==> src/rtl/ram_dump.sv <==
// Sequential read-out engine for a synchronous-read RAM. It walks a contiguous
// address range one word at a time, then streams each word out over valid/ready
// together with its address and a last flag.
module ram_dump #(
  parameter int unsigned DATA_W = 32,
  parameter int unsigned ADDR_W = 6,
  parameter int unsigned DEPTH  = 64
) (
  input  logic              clk,
  input  logic              rst,
  input  logic              start,
  input  logic [ADDR_W-1:0] start_addr,
  input  logic [ADDR_W:0]   count,
  output logic              busy,
  output logic              done,
  output logic              ram_en,
  output logic [ADDR_W-1:0] ram_addr,
  input  logic [DATA_W-1:0] ram_dout,
  output logic              out_valid,
  input  logic              out_ready,
  output logic [DATA_W-1:0] out_data,
  output logic [ADDR_W-1:0] out_addr,
  output logic              out_last
);

  localparam logic [ADDR_W:0]   MaxCount = (ADDR_W+1)'(DEPTH);
  localparam logic [ADDR_W:0]   RemOne   = (ADDR_W+1)'(1);
  localparam logic [ADDR_W-1:0] LastAddr = ADDR_W'(DEPTH - 1);

  typedef enum logic [2:0] {StIdle, StRd, StWt, StOut, StFin} state_e;

  state_e              state_q, state_d;
  logic [ADDR_W-1:0]   cur_q, cur_d;
  logic [ADDR_W:0]     rem_q, rem_d;
  logic [DATA_W-1:0]   out_data_q, out_data_d;
  logic [ADDR_W-1:0]   out_addr_q, out_addr_d;
  logic                out_last_q, out_last_d;
  logic [ADDR_W:0]     count_clamped;

  // Requests larger than the RAM read every word exactly once.
  assign count_clamped = (count > MaxCount) ? MaxCount : count;

  // Next-state logic: one RAM read per word, never more than one outstanding.
  always_comb begin
    state_d    = state_q;
    cur_d      = cur_q;
    rem_d      = rem_q;
    out_data_d = out_data_q;
    out_addr_d = out_addr_q;
    out_last_d = out_last_q;
    unique case (state_q)
      StIdle: begin
        if (start) begin
          if (count_clamped != '0) begin
            cur_d   = start_addr;
            rem_d   = count_clamped;
            state_d = StRd;
          end else begin
            state_d = StFin;
          end
        end
      end
      StRd: state_d = StWt;
      StWt: begin
        // RAM data is valid this cycle, one cycle after the read enable.
        out_data_d = ram_dout;
        out_addr_d = cur_q;
        out_last_d = (rem_q == RemOne);
        state_d    = StOut;
      end
      StOut: begin
        if (out_ready) begin
          if (rem_q == RemOne) begin
            state_d = StFin;
          end else begin
            cur_d   = (cur_q == LastAddr) ? '0 : cur_q + 1'b1;
            rem_d   = rem_q - 1'b1;
            state_d = StRd;
          end
        end
      end
      StFin: state_d = StIdle;
      default: state_d = StIdle;
    endcase
  end

  // State and output registers; reset aborts any dump in flight.
  always_ff @(posedge clk or posedge rst) begin
    if (rst) begin
      state_q    <= StIdle;
      cur_q      <= '0;
      rem_q      <= '0;
      out_data_q <= '0;
      out_addr_q <= '0;
      out_last_q <= 1'b0;
    end else begin
      state_q    <= state_d;
      cur_q      <= cur_d;
      rem_q      <= rem_d;
      out_data_q <= out_data_d;
      out_addr_q <= out_addr_d;
      out_last_q <= out_last_d;
    end
  end

  // Status and handshake outputs decoded from the current state.
  always_comb begin
    busy      = (state_q != StIdle);
    done      = (state_q == StFin);
    ram_en    = (state_q == StRd);
    out_valid = (state_q == StOut);
    ram_addr  = cur_q;
    out_data  = out_data_q;
    out_addr  = out_addr_q;
    out_last  = out_last_q;
  end

endmodule
==> config.mk <==
export PLATFORM = sky130hd
export DESIGN_NAME = ram_dump
export DESIGN_NICKNAME = d
export VERILOG_FILES = /design/src/rtl/ram_dump.sv
export SDC_FILE = /design/constraint.sdc
export NUM_CORES = 1
export LEC_CHECK = 0
export CAP_MARGIN = 25
export CORE_MARGIN = 5
export CORE_UTILIZATION = 44
export DETAILED_ROUTE_END_ITERATION = 8
export PLACE_DENSITY = 0.8
export SKIP_LAST_GASP = 1
export SYNTH_ARGS = -nofsm -noshare
export SYNTH_HDL_FRONTEND = slang
export SYNTH_SLANG_ARGS = --single-unit
==> constraint.sdc <==
create_clock -name clk -period 2.69 [get_ports clk]
set_input_delay 0.538 -clock clk [delete_from_list [all_inputs] [get_ports clk]]
set_output_delay 0.538 -clock clk [all_outputs]
set_load 0.01 [all_outputs]
==> results.toml, run 1 <==
[cts]
cts_root_buffer = "clkbuf_8"
holdBufCountCts = 0
clk_path_buf_depth = 2
cts.repair.resized = 0
clock_latency_ps = 300
cts_buffers = 5
clock_sink_count = 55
path_clk_slew_ps = 90
cts_tree = "yes"
cts_setup_buffers = 0
htreeDepth = 2

[synthesis]
ys_seq_area_share_pct = 54.40
synth_cells = 211
synth_edf_count = 0
synth.distinct_cells = 40
synth_warnings = 0
synth_area_mm2 = 0.002530
syn_nets = 263
synth-async-reset-ratio_pct = 100.0
ys_ff_latch = 55
ys.flop_type = "dfrtp_1"
syn_area_per_cell_um2 = 11.99

[power]
p_int_mw = 2.758
p_switching_mw = 1.450
p_leak_nw = 1.503
sequentialPowerShare_pct = 36.2
pwr-share-clk_pct = 11.7
swShare_pct = 34.46
p_per_area_mw_per_mm2 = 1147
p_comb_share_pct = 52.1
irDropWorstVdd_mv = 0.6148

[detailed_routing]
postRouteAntennaNets = 0
vias_per_cell = 5.123
drt_iter0_markers = 39
drc = 0
first_pass_iters = 4
routed_wire_length_per_instance_um = 15.12
route.vias.total = 1962
routed_wl_mm = 5.792

[sta]
final.min_clock_period_ps = 2408
fin_ws_ps = 282.2
hold_viol = 0
fin_crit_sh_pct = 89.51
relSlewSlack_pct = 65.77
skew_ps = 8.609
slew_violations = 0
rsz0062_at_grt = "false"
worstMarginPinSlew_ps = 512.7
max_freq_mhz = 415.3
setup_viol = 0
fin_setup_tns_ps = 0

[floorplanning]
start_util_pct = 45.66
die_h_um = 85.83
fp.dieW_um = 85.83
coreArea_mm2 = 0.005540
rows = 27
ios = 98
dieArea_mm2 = 0.007366

[global_routing]
grt_max_degree = 34
grt_first_pass_wirelength_mm = 9.791
track_usage_pct = 16.46
first_global_vias = 2027
gr-total-overflow = 0
antenna_found_initial = 0

[setup_path]
cp-end-kind = "primary output"
path_class = "flip-flop to primary output"
required_ps = 2150
cp_max_fo = 10
ff2ff_path_depth = 6
cp.arrival_ps = 1870
cp-start-kind = "flip-flop"

[finish]
ff_latch_area_mm2 = 0.001376
utilization_pct = 66.19
multi_input_area_mm2 = 0.001042
antenna_cells = 0
num-fill-cells = 465
layoutNonFillerInstCount = 383
final_nets = 362
layout-drive-gt1-share_pct = 21.22
syn_to_final_growth_pct = 44.96

[job]
max_cap_violations = 0

[placement]
numPortBuffers = 97
hpwlAfterDp_mm = 4.412
dp_slack_ps = 104.4
routabilityCongestion = 0.8275
dp_cells = 375

[outcome]
status = "finished clean"

[min_path]
worstHoldPathType = "flip-flop to flip-flop"
whs_path_depth = 1
[area by class of cell]
class | count | share of cell area (%)
multi-input cells | 138 | 28.42
repair buffers | 104 | 28.25
flip-flops and latches | 55 | 37.53
well taps | 72 | 2.456
clock buffers | 8 | 2.729
inverters | 6 | 0.6141
[power by group through the flow]
stage               clock network, mW  logic (mW)  registers, mW
floorplan                           0        1.11           1.64
global placement                    0        2.18           1.51
detailed placement                  0        2.22           1.54
CTS                             0.505        2.23           1.53
global route                    0.542        2.39           1.60
finish                          0.491        2.19           1.52
[layout by cell type, fill, tap and decap left out, types with 3 or more instances in the layout]
| cell type | count |
|---|---|
| nand3_1 | 3 |
| nor3_1 | 5 |
| ha_1 | 3 |
| buf_4 | 6 |
| inv_1 | 5 |
| clkdlybuf4s50_1 | 97 |
| a21oi_1 | 12 |
| nor2_1 | 22 |
| mux2_2 | 39 |
| clkbuf_8 | 7 |
| nand2_1 | 10 |
| o21ai_0 | 11 |
| dfrtp_1 | 55 |
[worst paths after layout]
check,slack [ps],start,end
max,280,state_q[1],out_valid
min,510,out_data[26],out_data[26]
max reg2reg,460,rem_q[3],ram_addr[2]
min reg2reg,510,out_data[26],out_data[26]
max in group asynchronous,1560,rst,ram_addr[2]
min in group asynchronous,580,rst,out_data[24]
[state kept, by name (all words and copies together), names as in the netlist]
name	count
out_last	1
rem_q	7
ram_addr	6
out_data	32
out_addr	6
state_q	3
[layer usage]
| metal | global-route usage, % | up-vias | routed length [um] |
|---|---|---|---|
| li1 | - | 946 | - |
| met2 | 28.25 | 54 | 2941 |
| met5 | 0 | - | 0 |
| met1 | 20.05 | 957 | 2370 |
| met4 | 3.022 | 0 | 37 |
| met3 | 6.052 | 5 | 442 |
[worst max-delay path, cell delays in order, from the launching register on]
cell and delay [ps]:
dfrtp_1 520, nand2_1 110, or2_2 310, inv_1 80, clkdlybuf4s50_1 540
[cells by family (layout without fill, tap and decap cells)]
family          after synthesis  in the layout  synth area share [%]
compound gates               37             37                 9.991
fa+ha+maj                     3              3                 1.484
buf+inv                      18            118                 4.599
flops                        55             55                 54.40
mux                          40             40                 17.75
simple gates                 58             58                 11.77
[synth_stat cells, types with 2 or more instances]
library cell,count,area [um2]
clkbuf_1,2,7.510
and3_1,2,12.51
a21oi_1,12,60.06
nor3_1,5,25.02
ha_1,3,37.54
nand3_1,3,15.01
inv_1,6,22.52
nor4_1,2,12.51
buf_2,2,10.01
nand2_1,10,37.54
nor2_1,22,82.58
a31oi_1,2,12.51
o21ai_0,11,55.05
dfrtp_1,55,1376
a21o_2,2,17.52
or3_2,2,15.01
nor3b_1,3,22.52
mux2_2,39,439.2
buf_6,5,56.30
o32a_1,2,20.02
o22a_1,2,17.52
[per-stage QoR]
| step | power, mW | hold slack, ps | area (um2) |
|---|---|---|---|
| 2_1_floorplan | 2.746 | 471.3 | 2530 |
| 4_1_cts | 4.265 | 515.0 | 3667 |
| 6_report | 4.208 | 513.4 | 3667 |
| 3_5_place_dp | 3.762 | 494.5 | 3567 |
| 5_1_grt | 4.533 | 533.4 | 3667 |
| 3_3_place_gp | 3.690 | 488.3 | 3567 |
No activity file was read; power rests on OpenSTA's default activity.
==> inputs of run 2 (changes only) <==
--- a/config.mk
+++ b/config.mk
@@ -5,12 +5,14 @@
 export SDC_FILE = /design/constraint.sdc
 export NUM_CORES = 1
 export LEC_CHECK = 0
+export ABC_CLOCK_PERIOD_IN_PS = 2690
 export CAP_MARGIN = 25
 export CORE_MARGIN = 5
 export CORE_UTILIZATION = 44
 export DETAILED_ROUTE_END_ITERATION = 8
 export PLACE_DENSITY = 0.8
 export SKIP_LAST_GASP = 1
+export SLEW_MARGIN = 20
 export SYNTH_ARGS = -nofsm -noshare
 export SYNTH_HDL_FRONTEND = slang
 export SYNTH_SLANG_ARGS = --single-unit
==> results of run 2 <==
No change in the layout: final DEF, timing and power equal those of run 1.
